<file path="config.mk">
export PLATFORM = sky130hd
export DESIGN_NAME = mgmt_bus_initiator
export DESIGN_NICKNAME = d
export VERILOG_FILES = /design/src/rtl/mgmt_bus_initiator.sv
export SDC_FILE = /design/constraint.sdc
export NUM_CORES = 1
export LEC_CHECK = 0
export CORE_ASPECT_RATIO = 1.5
export CORE_MARGIN = 2
export CORE_UTILIZATION = 35
export DETAILED_ROUTE_END_ITERATION = 6
export PLACE_DENSITY = 0.64
export SKIP_CTS_REPAIR_TIMING = 1
export SYNTH_ARGS = -nofsm -noshare
export SYNTH_HDL_FRONTEND = slang
export SYNTH_SLANG_ARGS = --single-unit
</file>
<file path="constraint.sdc">
create_clock -name clk -period 2.21 [get_ports clk]
set_input_delay 0.3315 -clock clk [delete_from_list [all_inputs] [get_ports clk]]
set_output_delay 0.3315 -clock clk [all_outputs]
set_load 0.05 [all_outputs]
</file>
<file path="src/rtl/mgmt_bus_initiator.sv">
// mgmt_bus_initiator
// Initiator side of the management register bus. Takes host bytes from the
// QSPI byte front end, decodes a 2-byte header ({rw, addr[14:8]}, addr[7:0])
// and runs auto-incrementing burst writes or prefetched burst reads.
//
// Ports:
//   clk, rst                 core clock, async active-high reset
//   txn_start, txn_end       chip-select assert / deassert pulses
//   rx_valid, rx_data        received host byte
//   tx_valid, tx_data, tx_ack  staged read byte and its consume pulse
//   rd_en, rd_addr           register read strobe / address
//   rd_valid, rd_data        read response
//   wr_en, wr_addr, wr_data  register write strobe / address / data
//   busy                     FSM not idle
//   timeout_err              sticky read timeout, cleared by txn_start
module mgmt_bus_initiator #(
  parameter int READ_TIMEOUT = 255,
  parameter int TIMEOUT_BITS = 8
) (
  input  logic        clk,
  input  logic        rst,
  input  logic        txn_start,
  input  logic        txn_end,
  input  logic        rx_valid,
  input  logic [7:0]  rx_data,
  output logic        tx_valid,
  output logic [7:0]  tx_data,
  input  logic        tx_ack,
  output logic        rd_en,
  output logic [15:0] rd_addr,
  input  logic        rd_valid,
  input  logic [7:0]  rd_data,
  output logic        wr_en,
  output logic [15:0] wr_addr,
  output logic [7:0]  wr_data,
  output logic        busy,
  output logic        timeout_err
);

  typedef enum logic [2:0] {
    IDLE, HDR_HI, HDR_LO, WRITE, RD_ISSUE, RD_WAIT, RD_HOLD
  } state_e;

  // Last count value before giving up; the counter starts at 0 in the cycle
  // the rd_en pulse is on the bus.
  localparam logic [TIMEOUT_BITS-1:0] TMO_LAST = TIMEOUT_BITS'(READ_TIMEOUT - 1);

  state_e                  state_q;
  logic                    rw_q;
  logic [14:0]             addr_q;
  logic [14:0]             addr_d;
  logic [TIMEOUT_BITS-1:0] cnt_q;
  logic                    tx_valid_q;
  logic [7:0]              tx_data_q;
  logic                    rd_en_q;
  logic                    wr_en_q;
  logic [15:0]             wr_addr_q;
  logic [7:0]              wr_data_q;
  logic                    timeout_err_q;

  // 15-bit add wraps 0x7FFF -> 0x0000 by itself.
  assign addr_d = addr_q + 15'd1;

  always_ff @(posedge clk or posedge rst) begin
    if (rst) begin
      state_q       <= IDLE;
      rw_q          <= 1'b0;
      addr_q        <= '0;
      cnt_q         <= '0;
      tx_valid_q    <= 1'b0;
      tx_data_q     <= '0;
      rd_en_q       <= 1'b0;
      wr_en_q       <= 1'b0;
      wr_addr_q     <= '0;
      wr_data_q     <= '0;
      timeout_err_q <= 1'b0;
    end else begin
      // Strobes are single-cycle; a strobe already on the bus this cycle
      // completes regardless of an abort.
      rd_en_q <= 1'b0;
      wr_en_q <= 1'b0;
      if (txn_start) begin
        // Start wins over a coincident end; any in-flight read is dropped.
        state_q       <= HDR_HI;
        tx_valid_q    <= 1'b0;
        timeout_err_q <= 1'b0;
      end else if (txn_end) begin
        state_q    <= IDLE;
        tx_valid_q <= 1'b0;
      end else begin
        case (state_q)
          IDLE: ;
          HDR_HI: if (rx_valid) begin
            rw_q         <= rx_data[7];
            addr_q[14:8] <= rx_data[6:0];
            state_q      <= HDR_LO;
          end
          HDR_LO: if (rx_valid) begin
            addr_q[7:0] <= rx_data;
            state_q     <= rw_q ? RD_ISSUE : WRITE;
          end
          WRITE: if (rx_valid) begin
            wr_en_q   <= 1'b1;
            wr_addr_q <= {1'b0, addr_q};
            wr_data_q <= rx_data;
            addr_q    <= addr_d;
          end
          RD_ISSUE: begin
            rd_en_q <= 1'b1;
            cnt_q   <= '0;
            state_q <= RD_WAIT;
          end
          // rd_en is high during the first RD_WAIT cycle, so a same-cycle
          // rd_valid lands here too.
          RD_WAIT: begin
            if (rd_valid) begin
              tx_data_q  <= rd_data;
              tx_valid_q <= 1'b1;
              state_q    <= RD_HOLD;
            end else if (cnt_q == TMO_LAST) begin
              tx_data_q     <= 8'h00;
              tx_valid_q    <= 1'b1;
              timeout_err_q <= 1'b1;
              state_q       <= RD_HOLD;
            end else begin
              cnt_q <= cnt_q + 1'b1;
            end
          end
          RD_HOLD: if (tx_ack) begin
            tx_valid_q <= 1'b0;
            addr_q     <= addr_d;
            state_q    <= RD_ISSUE;
          end
          default: state_q <= IDLE;
        endcase
      end
    end
  end

  assign tx_valid    = tx_valid_q;
  assign tx_data     = tx_data_q;
  assign rd_en       = rd_en_q;
  // addr only moves after tx_ack, so it is stable across the rd_en pulse.
  assign rd_addr     = {1'b0, addr_q};
  assign wr_en       = wr_en_q;
  assign wr_addr     = wr_addr_q;
  assign wr_data     = wr_data_q;
  assign busy        = (state_q != IDLE);
  assign timeout_err = timeout_err_q;

endmodule

</file>
==> run summary, run 1 <==
Finished Cell Area = 4340 um2
Worst EP required = 1.88 ns
H-tree levels = 3
Crit Path Class = reg -> out
total wire length = 8.346 mm
MaxCap Viol Count = 0
total area of sequential cells = 1551 um2
Final Wtd Congestion = 0.8186
layout cell share with drive strength beyond 1 = 16.58%
Cell variety after synth = 51
Placed Cells = 475
Initial DRC Count = 127
Mapped Avg Cell Area = 10.75 um2
largest net degree at the start of global routing = 27
Skew-Pair Late Insertion Delay = 0.33 ns
Synth top area share = 49.58%
CP Cell Sequence = clkdlybuf4s50_1
pre-CTS setup slack = 0.07095 ns
final setup violation count = 0
multi-input logic area = 1439 um2
clock transition at the registers of the reported paths = 0.05 ns
dpl hpwl = 5.820 mm
core box area = 8776 um2
area growth from synthesis to layout = 38.70%
EDFF count, synth = 0
mapped cell area = 3129 um2
DRC = 0
Synth Warn # = 0
final cell count without fillers = 490
post-synthesis mux area share = 9.636%
reg2reg setup slack = 0.35 ns
Hold Fails Final Rpt = 0
WHS = 0.3592 ns
num ports = 76
top cell type by total area after synthesis = dfrtp_1
Slew Limit Fails = 0
Die Area = 9729 um2
synthesized instance count = 291
Synth Register Bits = 62
Hold Crit Class = in -> async
critical path's slowest cell = clkdlybuf4s50_1
die extent in x = 81.21 um
post-synthesis xor/xnor area fraction = 0.2799%
DR WL/cell = 17.03 um
DR vias/cell = 5.555
main combinational cell family by area after synthesis = compound AO/OA/AOI/OAI gates
first-pass GRT wire length = 13.54 mm
root buf cell = clkbuf_16
Buf/Inv on CP = 1
Final Critical Period = 2.044 ns
Overflow after GRT = 0
placed inst area = 4050 um2
Tot Pwr = 3.908 mW
Post-Synth Adder-Cell Area = 1.200%
Post-synth ARST share = 100.0%
fill count = 823
row count = 42
Peak Freq = 489.3 MHz
RSZ-0062 raised after global routing = no
Worst path max stage delay = 0.87 ns
initial core utilization = 35.66%
max_slew headroom = 58.33%
Period Utilization, post-route = 92.48%
Max Fanout on Critical Path = 9
CTS Buf Count = 9
P_leak = 1.822 nW
clk buf depth = 2
status = finished clean
Reg2Reg Depth = 4
final core occ = 49.46%
remaining antenna violation count = 0
DR vias = 2,722
RR Endpoint = cnt_q[6]
startpoint types = flop
setup tns final = 0 ns
RR Startpoint = state_q[2]
final setup margin = 0.1662 ns
VDD IR max = 605.5 uV
Worst Path Arrival = 1.71 ns
antenna cell count = 0
CP delay by family, top = buffers and inverters
1st-pass router iterations = 4
CTS Sinks = 62
Worst setup EP type = output port
Worst Setup SP = addr_q[6]
sequential-to-total area share from yosys stat = 49.58%
CTS tree = built
largest cells by area after synthesis = dfrtp_1, mux2_2, a21oi_1
clk_skew = 0.006473 ns
Final nets = 402
Compound-Gate Fraction of Synth Area = 17.67%
Least-Margin Pin Slew = 0.6232 ns
post-synthesis simple-gate area fraction = 16.95%
vias in the first global route = 2,723
initial antenna violation count = 0
total track usage = 18.32%
port bufs = 73
Die Y = 119.8 um
Power Density = 900.5 nW/um2
most used flip-flop cell after synthesis = dfrtp_1
[cells in the mapped netlist, types with 3 or more instances]
master and count:
o31ai_1 5, and3_1 5, o22a_1 3, a21oi_1 23, clkbuf_1 3, ha_1 3
o21ai_0 12, buf_4 3, nand2b_1 3, nand2_1 19, nand3_1 16, mux2_2 25
inv_1 11, o32ai_1 4, a2bb2oi_1 8, or4_1 7, a32o_1 8, nand4_1 10
a31oi_1 3, buf_2 9, dfrtp_1 62, nor2_1 6, o22ai_1 4, or3_1 4
[layout make-up]
class	count	area share [%]
multi-input cells	202	33.15
flip-flops and latches	62	35.75
clock inverters	4	1.095
clock buffers	11	5.592
repair buffers	90	20.29
well taps	110	3.171
inverters	11	0.9513
[report_power, final]
group	internal (mW)	leakage (nW)	switching, mW	total (mW)
registers	1.27	0.821	0.168	1.44
clock network	0.893	0.141	0.494	1.39
logic	0.402	0.860	0.683	1.08
[registers in the layout, indices dropped and copies added, names as in the netlist]
name	flops
addr_q	15
wr_addr	15
cnt_q	8
tx_data	8
wr_data	8
state_q	3
rd_en	1
rw_q	1
timeout_err	1
tx_valid	1
wr_en	1
[cells in the final DEF (no fill, tap or decap), types with 3 or more instances in the layout]
cell type         n
o22ai_1           4
nand2_1          19
clkdlybuf4s50_1  72
clkbuf_16         9
a21oi_1          23
buf_4            16
o21ai_0          12
or3_1             4
nand3_1          16
a2bb2oi_1         8
nor2_1            6
inv_1            10
and3_1            5
nand4_1          10
ha_1              3
o22a_1            3
or4_1             7
o32ai_1           4
dfrtp_1          62
a31oi_1           3
nand2b_1          3
mux2_2           25
a32o_1            8
o31ai_1           5
[worst max path at each step]
stage | to | slack (ns) | depth (start not counted)
floorplan | addr_q[12] | 0.22 | 5
global placement | cnt_q[4] | 0.12 | 6
detailed placement | cnt_q[6] | 0.07 | 6
CTS | rd_addr[11] | 0.15 | 1
global route | rd_addr[11] | 0.12 | 1
finish | rd_addr[6] | 0.17 | 1
[per-layer routing]
metal	track usage [%]	part of all wire, %
met5	0	0
met4	8.475	2.7
met3	4.662	5.5
met2	30.42	52
met1	21.80	40
[cells by family (layout without fill, tap and decap cells)]
logic type	after synthesis	in the layout
flip-flops	62	62
AND/OR/NAND/NOR	89	89
other	1	2
buffers and inverters	28	116
multiplexers	27	27
adder cells (fa/ha/maj)	3	3
AO/OA/AOI/OAI	80	80
XOR/XNOR	1	1
No activity file was read; power rests on OpenSTA's default activity.
==> run 2: changes to the inputs <==
- CORE_UTILIZATION: 35 -> 40
- MAX_ROUTING_LAYER: default -> met4
- PLACE_DENSITY: 0.64 -> 0.71
==> run summary, run 2 (synthesis results as in run 1) <==
die extent in x = 76.22 um
DRC = 0
Max Fanout on Critical Path = 8
CTS tree = built
Initial DRC Count = 156
Buf/Inv on CP = 1
Placed Cells = 468
Worst EP required = 1.88 ns
Die Area = 8561 um2
final cell count without fillers = 483
initial antenna violation count = 0
Least-Margin Pin Slew = 0.5703 ns
most frequent cells in the layout = clkdlybuf4s50_1, dfrtp_1, mux2_2, a21oi_1, nand2_1
DR vias/cell = 5.648
Worst Path Arrival = 1.69 ns
clk buf depth = 2
layout cell share with drive strength beyond 1 = 17.06%
Final nets = 403
core box area = 7612 um2
antenna cell count = 0
status = finished clean
Finished Cell Area = 4313 um2
clk_skew = 0.007384 ns
reg2reg setup slack = 0.35 ns
fill count = 705
total area of sequential cells = 1551 um2
Worst path max stage delay = 0.87 ns
startpoint types = flop
multi-input logic area = 1439 um2
VDD IR max = 583.0 uV
Hold Crit Class = in -> async
max_slew headroom = 61.87%
Power Density = 877.8 nW/um2
Hold Fails Final Rpt = 0
CTS Buf Count = 9
setup tns final = 0 ns
Final Critical Period = 2.022 ns
clock transition at the registers of the reported paths = 0.06 ns
total track usage = 20.73%
critical path's slowest cell = clkdlybuf4s50_1
Slew Limit Fails = 0
CP delay by family, top = buffers and inverters
placed inst area = 4048 um2
Final Wtd Congestion = 0.9372
CP Cell Sequence = clkdlybuf4s50_1
Period Utilization, post-route = 91.49%
commonest non-fill, non-tap cell in the layout = clkdlybuf4s50_1
Die Y = 112.3 um
DR WL/cell = 16.69 um
final setup violation count = 0
Overflow after GRT = 0
total wire length = 8.059 mm
H-tree levels = 3
port bufs = 73
Peak Freq = 494.6 MHz
row count = 39
largest net degree at the start of global routing = 27
RSZ-0062 raised after global routing = no
first-pass GRT wire length = 13.74 mm
root buf cell = clkbuf_16
1st-pass router iterations = 4
DR vias = 2,728
MaxCap Viol Count = 0
Skew-Pair Late Insertion Delay = 0.33 ns
area growth from synthesis to layout = 37.82%
vias in the first global route = 2,770
dpl hpwl = 5.764 mm
Worst setup EP type = output port
CTS Sinks = 62
num ports = 76
remaining antenna violation count = 0
P_leak = 1.805 nW
initial core utilization = 41.11%
Crit Path Class = reg -> out
## run 2: where the power goes
group	leakage, nW	switching (mW)	total [mW]	internal (mW)
sequential	0.821	0.160	1.43	1.27
combinational	0.865	0.699	1.11	0.412
clock	0.119	0.501	1.25	0.746
## run 2: through the flow
| step | setup WS [ns] | power [mW] | hold WS (ns) | utilization, % |
|---|---|---|---|---|
| CTS | 0.1815 | 3.820 | 0.3843 | 56.66 |
| detailed placement | 0.05868 | 2.554 | 0.4800 | 53.17 |
| global route | 0.1388 | 3.944 | 0.4216 | 56.66 |
| floorplan | 0.2235 | 2.113 | 0.4226 | - |
| finish | 0.1880 | 3.786 | 0.3642 | 56.66 |
| global placement | 0.1174 | 2.544 | 0.4736 | 53.17 |
## run 2: worst paths after layout
kind | cells past startpoint | from | end
min | 2 | rst | tx_data[2]
max in group asynchronous | 3 | rst | wr_addr[2]
max reg2reg | 4 | state_q[2] | cnt_q[3]
min in group clk | 1 | tx_data[7] | tx_data[7]
max | 1 | addr_q[10] | rd_addr[10]
min reg2reg | 1 | tx_data[7] | tx_data[7]
## run 2: final cells by class
cell class | count | area share (%)
flip-flops and latches | 62 | 35.97
clock inverters | 6 | 0.9283
clock buffers | 9 | 5.222
well taps | 102 | 2.959
multi-input cells | 202 | 33.36
repair buffers | 91 | 20.60
inverters | 11 | 0.9574
## run 2: worst reg2reg max path: cells and delay by family (launching register included)
kind	cells	cell delay (ns)
simple gates	3	0.99
compound gates	1	0.18
flops	1	0.60
## run 2: layer usage
metal / GRT usage, % / share of wire (%) / vias to the layer above
met1: 24.25 / 41 / 1335
met3: 3.296 / 4.4 / 17
met2: 34.45 / 52 / 98
met4: 10.67 / 2.8 / 0
met5: - / 0 / -
li1: - / - / 1278
==> run 3: changes to the inputs <==
- CELL_PAD_IN_SITES_DETAIL_PLACEMENT: default -> 0
- CELL_PAD_IN_SITES_GLOBAL_PLACEMENT: default -> 1
- CORE_UTILIZATION: 40 -> 34
- PLACE_DENSITY: 0.71 -> 0.79
- SKIP_CTS_REPAIR_TIMING: 1 -> default
- clock period: 2.21 -> 1.75 ns (I/O delays scaled with it)
==> run summary, run 3 (synthesis results as in run 1) <==
status = finished clean
startpoint types = flop
CTS Sinks = 62
WHS Path Cells = 3
MaxCap Viol Count = 0
Initial DRC Count = 110
setup tns final = 0 ns
area growth from synthesis to layout = 46.98%
Worst setup EP type = flop
Reg2Reg Depth = 6
Hold Crit Class = in -> reg
Worst path max stage delay = 0.51 ns
initial antenna violation count = 0
max_slew headroom = 65.93%
Crit Path Class = reg -> reg
initial core utilization = 35.24%
RR Endpoint = cnt_q[6]
clk buf depth = 2
Overflow after GRT = 0
critical path's slowest cell = or4_1
Die Y = 121.5 um
CP delay by family, top = simple AND/OR/NAND/NOR gates
final setup violation count = 0
largest net degree at the start of global routing = 63
root buf cell = clkbuf_16
commonest non-fill, non-tap cell in the layout = buf_4
WHS Endpoint = timeout_err
RSZ-0062 raised after global routing = yes
H-tree levels = 3
Max Fanout on Critical Path = 12
Skew-Pair Late Insertion Delay = 0.32 ns
first-pass GRT wire length = 13.72 mm
row count = 42
port bufs = 73
Worst Path Arrival = 1.98 ns
DRC = 0
final core occ = 51.79%
WHS = 0.2617 ns
Hold Fails Final Rpt = 0
CTS Buf Count = 9
vias in the first global route = 2,760
Least-Margin Pin Slew = 0.5130 ns
pre-CTS setup slack = -0.2798 ns
DR WL/cell = 16.70 um
RR Startpoint = cnt_q[1]
Tot Pwr = 5.000 mW
1st-pass router iterations = 4
core box area = 8881 um2
total track usage = 18.64%
final cell count without fillers = 521
Buf/Inv on CP = 1
Slew Limit Fails = 0
Power Density = 1087 nW/um2
hold_buf cts = 0
clock transition at the registers of the reported paths = 0.05 ns
CTS tree = built
Worst Setup SP = cnt_q[1]
DR vias/cell = 5.449
clk_skew = 0.004703 ns
Placed Cells = 498
antenna cell count = 0
Peak Freq = 575.9 MHz
Final Wtd Congestion = 0.8737
final setup margin = 0.01362 ns
remaining antenna violation count = 0
layout cell share with drive strength beyond 1 = 38.44%
num ports = 76
CP Cell Sequence = ha_2 -> nand4_1 -> nor2_1 -> buf_4 -> or4_1 -> a21oi_2
Finished Cell Area = 4599 um2
VDD IR max = 683.6 uV
Die Area = 10,000 um2
most frequent cells in the layout = buf_4, dfrtp_1, mux2_2, clkdlybuf4s50_1, a21oi_1
Worst EP required = 2.00 ns
Final nets = 432
Period Utilization, post-route = 99.22%
DR vias = 2,839
P_leak = 2.152 nW
reg2reg setup slack = 0.01 ns
placed inst area = 4161 um2
die extent in x = 82.33 um
Final Critical Period = 1.736 ns
dpl hpwl = 6.037 mm
total wire length = 8.699 mm
Hold Crit Start = txn_start
run 3: cell count changes in the layout (fill, tap and decap cells not counted), sizes merged:
cell / previous run / this run
inv: 11 / 10
dlymetal6s2s: 0 / 6
dlygate4sd2: 0 / 2
buf: 19 / 91
clkinv: 2 / 3
clkbuf: 9 / 12
clkinvlp: 4 / 1
bufinv: 0 / 1
clkdlybuf4s50: 72 / 21
run 3: worst max-delay path by stage:
stage | slack [ns] | depth (start not counted) | end
5_1_grt | -0.06 | 6 | cnt_q[6]
3_5_place_dp | -0.28 | 5 | wr_data[0]
6_report | 0.01 | 6 | cnt_q[6]
4_1_cts | 0.005 | 1 | tx_data[5]
3_3_place_gp | -0.27 | 5 | wr_data[0]
2_1_floorplan | 0.006 | 5 | addr_q[12]
run 3: power breakdown:
part | total, mW | internal, mW | switching, mW
logic | 1.42 | 0.510 | 0.912
clock network | 1.78 | 1.17 | 0.610
registers | 1.80 | 1.61 | 0.188
total | 5.00 | 3.29 | 1.71
run 3: metal layers:
| layer | vias up | global-route usage (%) | wire (um) |
|---|---|---|---|
| met1 | 1378 | 21.80 | 3484 |
| met3 | 21 | 4.241 | 445 |
| met4 | 0 | 8.646 | 219 |
| met2 | 100 | 29.89 | 4548 |
| met5 | - | - | 0 |
| li1 | 1340 | - | - |
run 3: repair_timing:
| action | CTS | global route |
|---|---|---|
| resized for setup | 7 | 19 |
| pin swaps | 0 | 5 |
| setup buffers | 2 | 5 |
| setup endpoints to repair | 5 | 21 |
run 3: area by class of cell:
class	count	area [um2]
Clock buffer	12	256.5
Tap cell	110	137.6
Fill cell	825	4282
Inverter	11	45.04
Timing Repair Buffer	120	1044
Multi-Input combinational cell	202	1511
Sequential cell	62	1560
Clock inverter	4	45.04
run 3: tightest hold or removal path: cells and delay by family:
family | cells | cell delay, ns
compound gates | 1 | 0.05
buf+inv | 2 | 0.23
